--- src/rtl/ysyx_23060286_wb_scoreboard_arb_if.sv ---
// Writeback/scoreboard bus: IDU issue handshake, EXU and LSU writeback requests,
// register file write port and the busy scoreboard.
interface ysyx_23060286_wb_scoreboard_arb_if #(
    parameter int XLEN = 32,
    parameter int NREG = 32
);
    localparam int AW = $clog2(NREG);

    logic            issue_valid;
    logic [AW-1:0]   issue_rs1;
    logic [AW-1:0]   issue_rs2;
    logic [AW-1:0]   issue_rd;
    logic            issue_wr;
    logic            issue_ready;

    logic            exu_valid;
    logic [AW-1:0]   exu_rd;
    logic [XLEN-1:0] exu_data;
    logic            exu_ready;

    logic            lsu_valid;
    logic [AW-1:0]   lsu_rd;
    logic [XLEN-1:0] lsu_data;
    logic            lsu_ready;

    logic            rf_wen;
    logic [AW-1:0]   rf_waddr;
    logic [XLEN-1:0] rf_wdata;
    logic [NREG-1:0] busy_vec;

    modport slave (
        input  issue_valid, issue_rs1, issue_rs2, issue_rd, issue_wr,
        input  exu_valid, exu_rd, exu_data,
        input  lsu_valid, lsu_rd, lsu_data,
        output issue_ready, exu_ready, lsu_ready,
        output rf_wen, rf_waddr, rf_wdata, busy_vec
    );

    modport master (
        output issue_valid, issue_rs1, issue_rs2, issue_rd, issue_wr,
        output exu_valid, exu_rd, exu_data,
        output lsu_valid, lsu_rd, lsu_data,
        input  issue_ready, exu_ready, lsu_ready,
        input  rf_wen, rf_waddr, rf_wdata, busy_vec
    );
endinterface

--- src/rtl/ysyx_23060286_wb_scoreboard_arb.sv ---
// Register file write-port owner: arbitrates EXU/LSU writeback and keeps the
// per-register busy scoreboard that stalls issue on RAW/WAW hazards.
module ysyx_23060286_wb_scoreboard_arb #(
    parameter int XLEN       = 32,
    parameter int NREG       = 32,
    parameter int FIXED_PRIO = 0
) (
    input logic clk,
    input logic rst_n,
    ysyx_23060286_wb_scoreboard_arb_if.slave bus
);
    localparam int AW = $clog2(NREG);

    logic [NREG-1:0] busy_q;
    logic [NREG-1:0] busy_d;
    logic            rr_lsu_q;
    logic            rf_wen_q;
    logic [AW-1:0]   rf_waddr_q;
    logic [XLEN-1:0] rf_wdata_q;

    logic            both_valid;
    logic            grant_exu;
    logic            grant_lsu;
    logic            wb_go;
    logic [AW-1:0]   wb_rd;
    logic [XLEN-1:0] wb_data;
    logic            issue_fire;

    assign both_valid = bus.exu_valid & bus.lsu_valid;

    always_comb begin
        grant_exu = 1'b0;
        grant_lsu = 1'b0;
        if (both_valid) begin
            if ((FIXED_PRIO != 0) || rr_lsu_q) grant_lsu = 1'b1;
            else                               grant_exu = 1'b1;
        end else begin
            grant_exu = bus.exu_valid;
            grant_lsu = bus.lsu_valid;
        end
    end

    // A grant to x0 completes the handshake but never reaches the register file.
    always_comb begin
        wb_rd   = grant_lsu ? bus.lsu_rd   : bus.exu_rd;
        wb_data = grant_lsu ? bus.lsu_data : bus.exu_data;
        wb_go   = (grant_exu | grant_lsu) && (wb_rd != '0);
    end

    assign bus.exu_ready = grant_exu;
    assign bus.lsu_ready = grant_lsu;

    assign bus.issue_ready = ~busy_q[bus.issue_rs1] & ~busy_q[bus.issue_rs2]
                           & ~(bus.issue_wr & busy_q[bus.issue_rd]);
    assign issue_fire = bus.issue_valid & bus.issue_ready;

    // Clear on commit first so a same-index set overrides it.
    always_comb begin
        busy_d = busy_q;
        if (rf_wen_q) busy_d[rf_waddr_q] = 1'b0;
        if (issue_fire && bus.issue_wr && (bus.issue_rd != '0)) busy_d[bus.issue_rd] = 1'b1;
    end

    always_ff @(posedge clk or negedge rst_n) begin
        if (!rst_n) begin
            busy_q     <= '0;
            rr_lsu_q   <= 1'b0;
            rf_wen_q   <= 1'b0;
            rf_waddr_q <= '0;
            rf_wdata_q <= '0;
        end else begin
            busy_q   <= busy_d;
            rf_wen_q <= wb_go;
            if (both_valid) rr_lsu_q <= ~rr_lsu_q;
            if (wb_go) begin
                rf_waddr_q <= wb_rd;
                rf_wdata_q <= wb_data;
            end
        end
    end

    assign bus.rf_wen   = rf_wen_q;
    assign bus.rf_waddr = rf_waddr_q;
    assign bus.rf_wdata = rf_wdata_q;
    assign bus.busy_vec = busy_q;
endmodule

--- src/flat_wrapper.sv ---
// flat-port wrapper written by rule: the top's interface ports become plain ports
module ysyx_23060286_wb_scoreboard_arb_flat 
#(
    parameter int XLEN       = 32,
    parameter int NREG       = 32,
    parameter int FIXED_PRIO = 0
)
  (clk, rst_n, bus_issue_valid, bus_issue_rs1, bus_issue_rs2, bus_issue_rd, bus_issue_wr, bus_exu_valid, bus_exu_rd, bus_exu_data, bus_lsu_valid, bus_lsu_rd, bus_lsu_data, bus_issue_ready, bus_exu_ready, bus_lsu_ready, bus_rf_wen, bus_rf_waddr, bus_rf_wdata, bus_busy_vec);
  ysyx_23060286_wb_scoreboard_arb_if #(.XLEN(XLEN), .NREG(NREG)) bus_i ();
  input logic clk;
  input logic rst_n;
  input wire logic [$bits(bus_i.issue_valid)-1:0] bus_issue_valid;
  input wire logic [$bits(bus_i.issue_rs1)-1:0] bus_issue_rs1;
  input wire logic [$bits(bus_i.issue_rs2)-1:0] bus_issue_rs2;
  input wire logic [$bits(bus_i.issue_rd)-1:0] bus_issue_rd;
  input wire logic [$bits(bus_i.issue_wr)-1:0] bus_issue_wr;
  input wire logic [$bits(bus_i.exu_valid)-1:0] bus_exu_valid;
  input wire logic [$bits(bus_i.exu_rd)-1:0] bus_exu_rd;
  input wire logic [$bits(bus_i.exu_data)-1:0] bus_exu_data;
  input wire logic [$bits(bus_i.lsu_valid)-1:0] bus_lsu_valid;
  input wire logic [$bits(bus_i.lsu_rd)-1:0] bus_lsu_rd;
  input wire logic [$bits(bus_i.lsu_data)-1:0] bus_lsu_data;
  output wire logic [$bits(bus_i.issue_ready)-1:0] bus_issue_ready;
  output wire logic [$bits(bus_i.exu_ready)-1:0] bus_exu_ready;
  output wire logic [$bits(bus_i.lsu_ready)-1:0] bus_lsu_ready;
  output wire logic [$bits(bus_i.rf_wen)-1:0] bus_rf_wen;
  output wire logic [$bits(bus_i.rf_waddr)-1:0] bus_rf_waddr;
  output wire logic [$bits(bus_i.rf_wdata)-1:0] bus_rf_wdata;
  output wire logic [$bits(bus_i.busy_vec)-1:0] bus_busy_vec;
  assign bus_i.issue_valid = bus_issue_valid;
  assign bus_i.issue_rs1 = bus_issue_rs1;
  assign bus_i.issue_rs2 = bus_issue_rs2;
  assign bus_i.issue_rd = bus_issue_rd;
  assign bus_i.issue_wr = bus_issue_wr;
  assign bus_i.exu_valid = bus_exu_valid;
  assign bus_i.exu_rd = bus_exu_rd;
  assign bus_i.exu_data = bus_exu_data;
  assign bus_i.lsu_valid = bus_lsu_valid;
  assign bus_i.lsu_rd = bus_lsu_rd;
  assign bus_i.lsu_data = bus_lsu_data;
  assign bus_issue_ready = bus_i.issue_ready;
  assign bus_exu_ready = bus_i.exu_ready;
  assign bus_lsu_ready = bus_i.lsu_ready;
  assign bus_rf_wen = bus_i.rf_wen;
  assign bus_rf_waddr = bus_i.rf_waddr;
  assign bus_rf_wdata = bus_i.rf_wdata;
  assign bus_busy_vec = bus_i.busy_vec;
  ysyx_23060286_wb_scoreboard_arb #(.XLEN(XLEN), .NREG(NREG), .FIXED_PRIO(FIXED_PRIO)) u_core (.clk(clk), .rst_n(rst_n), .bus(bus_i));
endmodule
--- config.mk ---
export PLATFORM = sky130hd
export DESIGN_NAME = ysyx_23060286_wb_scoreboard_arb_flat
export DESIGN_NICKNAME = d
export VERILOG_FILES = /design/src/rtl/ysyx_23060286_wb_scoreboard_arb_if.sv /design/src/rtl/ysyx_23060286_wb_scoreboard_arb.sv /design/src/flat_wrapper.sv
export SDC_FILE = /design/constraint.sdc
export NUM_CORES = 1
export LEC_CHECK = 0
export ABC_AREA = 1
export CAP_MARGIN = 20
export CORE_MARGIN = 3
export CORE_UTILIZATION = 50
export CTS_BUF_LIST = sky130_fd_sc_hd__clkbuf_4 sky130_fd_sc_hd__clkbuf_8
export DETAILED_ROUTE_END_ITERATION = 16
export PLACE_DENSITY = 0.88
export RECOVER_POWER = 50
export SLEW_MARGIN = 20
export SYNTH_ARGS = -nofsm -noshare
export SYNTH_HDL_FRONTEND = slang
export SYNTH_SLANG_ARGS = --single-unit
--- constraint.sdc ---
create_clock -name clk -period 4.1 [get_ports clk]
set_input_delay 0.82 -clock clk [delete_from_list [all_inputs] [get_ports clk]]
set_output_delay 0.82 -clock clk [all_outputs]
set_load 0.01 [all_outputs]
# After elaboration in Yosys (flattened, before gate mapping)
# Index checks and enable logic that the tools add are counted.
[word_totals]
wordCells = 49
regBits = 71
output_inout_bits = 73
[op_classes]
magnitude_cmp = 6
bitwise = 13
mux = 18
reduce_logical = 7
[ops]
columns = ["op", "n"]
rows = [
  ["2-to-1 mux 32 bit", 3],
  ["AND 32 bit", 1],
  ["inverter 32 bit", 1],
  ["OR 32 bit", 1],
  ["< comparator 5 x 6 -> 1 bit, second input constant", 4],
  ["binary-select mux 1 bit (select 5 bit)", 3],
  ["demux 1 bit (select 5 bit)", 2],
  [">= comparator 5 x 1 -> 1 bit, second input constant", 2],
  ["nonzero test 5 bit", 2],
  ["2-to-1 mux 1 bit", 9],
  ["AND 1 bit", 5],
  ["logical AND 1 bit", 5],
  ["2-to-1 mux 5 bit", 1],
  ["inverter 1 bit", 4],
  ["OR 1 bit", 1],
]

# Longest topological paths before layout
# Gate-level depths: netlist of the first run.
[depth]
word_depth = 9
depth_mapped = 15

# Least setup slack after synthesis of the first run
# Ideal clock, no wire load.
[synth_path]
path_kind = "input to output"
start = "input bus_issue_rd[0]"
end = "output bus_issue_ready"
cell_stages = 11
arrival_time_ns = 1.979
required_time_ns = 3.280
path_slack_ns = 1.301
cell_sequence = "buf_2 buf_4 nor2_1 nand2_1 nand4_1 nand2_1 nand2_1 nor2_1 a21oi_1 nor2_4 buf_4"
[synth_via]
elab_chain_cells = 5
[synth_rtl]
columns = ["element", "line", "source"]
rows = [
  ["start: declaration", "flat_wrapper.sv:15", "input wire logic [$bits(bus_i.issue_rd)-1:0] bus_issue_rd;"],
  ["binary-select mux 1 bit (select 5 bit)", "ysyx_23060286_wb_scoreboard_arb.sv:54", "& ~(bus.issue_wr & busy_q[bus.issue_rd]);"],
  ["2-to-1 mux 1 bit (implied by the code)", "ysyx_23060286_wb_scoreboard_arb.sv:54", ""],
  ["AND 1 bit", "ysyx_23060286_wb_scoreboard_arb.sv:54", ""],
  ["inverter 1 bit", "ysyx_23060286_wb_scoreboard_arb.sv:54", ""],
  ["AND 1 bit", "ysyx_23060286_wb_scoreboard_arb.sv:54", ""],
  ["end: declaration", "flat_wrapper.sv:23", "output wire logic [$bits(bus_i.issue_ready)-1:0] bus_issue_ready;"],
]
# No other way between the ends. The select of a mux whose other input is x is not followed.

# Final worst setup path of the first run
# Ends and elaborated chain as after synthesis.

==> impl_summary.md, run 1 <==
Outcome
The flow ran to the end, but the final reports show violations. The checks that failed: capacitance limit, slew limit.

Setup path
Grouping stages by cell kind, the critical path spends the most delay in buffers and inverters. In this run the worst setup path terminates at bus_issue_ready. The endpoint arrival time on the critical path is 3.01 ns. For the worst setup path, the data required time is 3.28 ns. The element type at the critical path end is a primary output. The critical path contains buffers and inverters numbering 3 combined.

Along the worst path, the maximum fanout reaches 10. The largest individual stage delay along the critical path comes from the cell clkdlybuf4s50_1. Among the stages of the critical path, the cell type that occurs most often is nand2_1.

On the worst path, the slowest cell contributes a delay of 0.67 ns. The critical path is of the in2out type. The worst register-to-register path begins at u_core.rr_lsu_q.

The most critical setup path has its startpoint at bus_issue_rd[0]. In this run the critical register-to-register path is captured at u_core.bus.rf_wdata[28]. The number of cells traversed by the worst register-to-register path is 10. The critical path crosses 12 cells after its start point. The worst setup path is launched from an input port. The worst setup slack for register-to-register paths is 1.66 ns. Walking the worst path, the cells encountered are clkdlybuf4s50_1 -> buf_4 -> nand2_1 -> o21ai_0 -> nand2_1 -> nand2_1 -> nand2_1 -> nand2_1 -> nor2_1 -> a21oi_1 -> nor2_4 -> clkdlybuf4s50_1.

STA
The setup violation total in the final timing report is 0. Setup repair after global routing left no endpoint under its margin. Measured against its own limit, the worst slew margin works out to -24.0%. The number of max-slew violations in the final report is 37. The achievable frequency is 261 MHz. At the pin with the least slew margin, the transition time is 1.86 ns.

Setup total negative slack on the finished layout was measured at 0 ns. The number of endpoints with negative hold slack in the final report is 0. The clock period minus final worst setup slack is 3.83 ns. Dividing the final minimum period by the clock period gives 93.4%. In the post-route analysis, the smallest setup slack over all paths is 0.271 ns.

Hold is met by 0.479 ns. The worst clock skew is 0.0107 ns.

Logic synthesis
The post-synthesis instance area is 4600 sq um. The number of distinct standard cells referenced by the synthesized netlist is 26. The synthesized-area fraction occupied by and/or/nand/nor cells is 46.1%. The xor-xnor portion of the synthesized cell area is 0%. The compound-cell area share of the yosys netlist is 6.31%. The synthesized-area fraction occupied by adder cells is 0%. The share of the yosys chip area belonging to registers is 38.6%. The total nets after synthesis is 831. Counting flops and latches in the post-synthesis netlist gives 71. The mux cell area share after synthesis is 0.218%. By area, the combinational part of the netlist is dominated by simple AND/OR/NAND/NOR gates.

The gate count after technology mapping is 736. The average instance in the mapped netlist occupies 6.25 sq um. The Yosys step of the flow raised 0 warnings.

Clocking
The number of buffers added for setup after CTS is 0. The number of levels the H-tree was split into is 3. TritonCTS built the clock tree. The number of gates resized after CTS was 0.

The later pin in the worst-skew pair is clocked with a latency of 0.35 ns. The clock-pin slew on the worst setup and hold paths is 0.08 ns. The CTS sink count is 71. The maximum buffer depth of the clock tree is 2. The clock buffer count from CTS is 9.

The count of hold-fix buffers inserted at cts is 0. CTS placed an instance of clkbuf_8 at the clock tree root.

GRT
The total congestion overflow after global routing is 0. The via count of the first global-routing pass came to 5099. The maximum number of pins on one net before global-route repair is 39.

The first-pass GRT wire length is 24.9 mm. The initial antenna violation count is 0. Global routing used 30.5% of the available tracks across all layers.

Drt
The total wirelength of the detailed-routed design is 15.7 mm. The routed length on met1 is 5.94 mm. The first routing iteration left 478 violations. The remaining antenna violation count is 0.

The average routed wire per standard cell is 15.6 um. Wire segments on met3 add up to 1.77 mm in the final route. Detailed routing inserted a total of 5481 vias. After detailed routing, the number of remaining DRC violations is 0. The routed length on met2 is 7.38 mm. The number of search-and-repair iterations in the first detailed-routing pass is 6. The top layer used by detailed routing is met4.

After detailed routing, the number of vias per cell comes to 5.44.

Final layout
The library cell used most frequently in the layout, excluding fill and tap cells, is nand2_1. The final-stage net count is 990. After routing the design area is 6510 sq um. In the layout the commonest cells are nand2_1 (365), clkdlybuf4s50_1 (131), nand3_1 (96). The repair_antennas step left the layout with diodes totalling 0. The share of final-layout standard cells stronger than drive strength 1 is 4.44%. Compared with the post-synthesis result, the final layout area differs by 41.4%.

Run
Across the run, the number of max-cap violations was 1.

Floorplanning
The core outline area is 8850 sq um. The number of ports placed on the die boundary is 168. The die is 102 um wide. The row count is 34. The die covers 10400 sq um.

The vertical extent of the die is 102 um. The initial cell density of the core is 52.0%.

Placed design
Timing analysis after detailed placement gives a worst setup slack of 0.330 ns. The detailed-placement wirelength estimate is 12.1 mm. The congestion estimate from routability-driven global placement came to 0.952. After detailed placement, the total cell area comes to 6300 sq um. The port buffer count is 167.

Hold path
The type of the worst min-delay path is reg2reg. The startpoint of the lowest-slack hold path is u_core.bus.rf_wdata[29].

Power and ir drop
The total internal power is 0.00188 W. The part of the total power dissipated in the clock network is 18.5%. Power spread over the standard cell area amounts to 483 nW/um^2.

The maximum VDD drop is 192 uV. Of the total power, registers draw 38.8%. Summed over all cells, the static leakage comes to 3.27 nW. The net switching power is 0.00127 W. The fraction of power consumed by combinational cells is 42.7%. Net switching is 40.2% of the power.
==> Yosys cell counts, drive strengths merged <==
cell type | count | area [sq um]
nand3b | 1 | 7.51
clkbuf | 4 | 15.0
a21oi | 1 | 5.00
inv | 54 | 203
or2 | 3 | 18.8
nor3 | 9 | 45.0
buf | 28 | 181
dfrtp | 71 | 1780
o21ai | 54 | 278
nand4 | 3 | 18.8
nand3 | 97 | 490
nor2 | 42 | 165
nand2 | 366 | 1380
mux2i | 1 | 10.0
clkinv | 1 | 3.75
o211ai | 1 | 7.51
==> through the flow <==
step | utilization, % | power [W] | cells
after global routing | 73.6 | 0.00334 | 1008
after floorplan | - | 0.00178 | 736
after global placement | 71.3 | 0.00254 | 992
final | 73.6 | 0.00315 | 1008
after detailed placement | 71.3 | 0.00258 | 992
after CTS | 73.6 | 0.00316 | 1008
==> state kept, by name, indices dropped and copies added, names as in the netlist <==
name	count
u_core.bus.rf_waddr	5
u_core.bus.rf_wdata	32
u_core.bus.rf_wen	1
u_core.rr_lsu_q	1
u_core.bus.busy_vec	32
==> worst min-delay path, delay by kind of cell, from the launching register on <==
family	cells	cell delay (ns)
flip-flops	1	0.34
AND/OR/NAND/NOR	2	0.10
==> worst min-delay path by stage <==
stage / slack, ns / cells past startpoint / endpoint
6_report: 0.48 / 2 / u_core.bus.rf_wdata[29]
5_1_grt: 0.50 / 2 / u_core.bus.rf_wdata[7]
4_1_cts: 0.49 / 2 / u_core.bus.rf_wdata[2]
3_5_place_dp: 0.47 / 2 / u_core.bus.rf_wdata[30]
3_3_place_gp: 0.46 / 2 / u_core.bus.rf_wdata[2]
2_1_floorplan: 0.45 / 2 / u_core.rr_lsu_q
==> power by group through the flow <==
| stage | clock (W) | combinational [W] | sequential [W] |
|---|---|---|---|
| after global placement | 0 | 0.00133 | 0.00122 |
| after global routing | 0.000613 | 0.00148 | 0.00125 |
| after detailed placement | 0 | 0.00135 | 0.00122 |
| final | 0.000583 | 0.00134 | 0.00122 |
| after floorplan | 0 | 0.000570 | 0.00121 |
| after CTS | 0.000587 | 0.00136 | 0.00121 |
==> layout make-up <==
| cell class | count | area (sq um) |
|---|---|---|
| multi-input combinational | 578 | 2420 |
| fill | 701 | 2340 |
| inverter | 55 | 206 |
| clock inverter | 5 | 56.3 |
| sequential | 71 | 1780 |
| timing repair buffer | 180 | 1760 |
| clock buffer | 11 | 151 |
| tap | 108 | 135 |
==> kinds of logic after synthesis <==
family / Yosys count
compound gates: 56
buf+inv: 87
flops: 71
mux: 1
simple gates: 521
==> layer usage <==
| metal | vias up | GRT usage [%] |
|---|---|---|
| li1 | 2634 | - |
| met1 | 2438 | 37.9 |
| met2 | 340 | 50.1 |
| met3 | 69 | 8.12 |
| met4 | 0 | 13.9 |
| met5 | - | 0 |
(Power assumes the default switching activity.)
==> run 2: changes to the inputs <==
--- a/config.mk
+++ b/config.mk
@@ -17,3 +17,4 @@
 export SYNTH_ARGS = -nofsm -noshare
 export SYNTH_HDL_FRONTEND = slang
 export SYNTH_SLANG_ARGS = --single-unit
+export TNS_END_PERCENT = 1
==> results of run 2 <==
Final layout, timing and power as in run 1 (identical DEF).
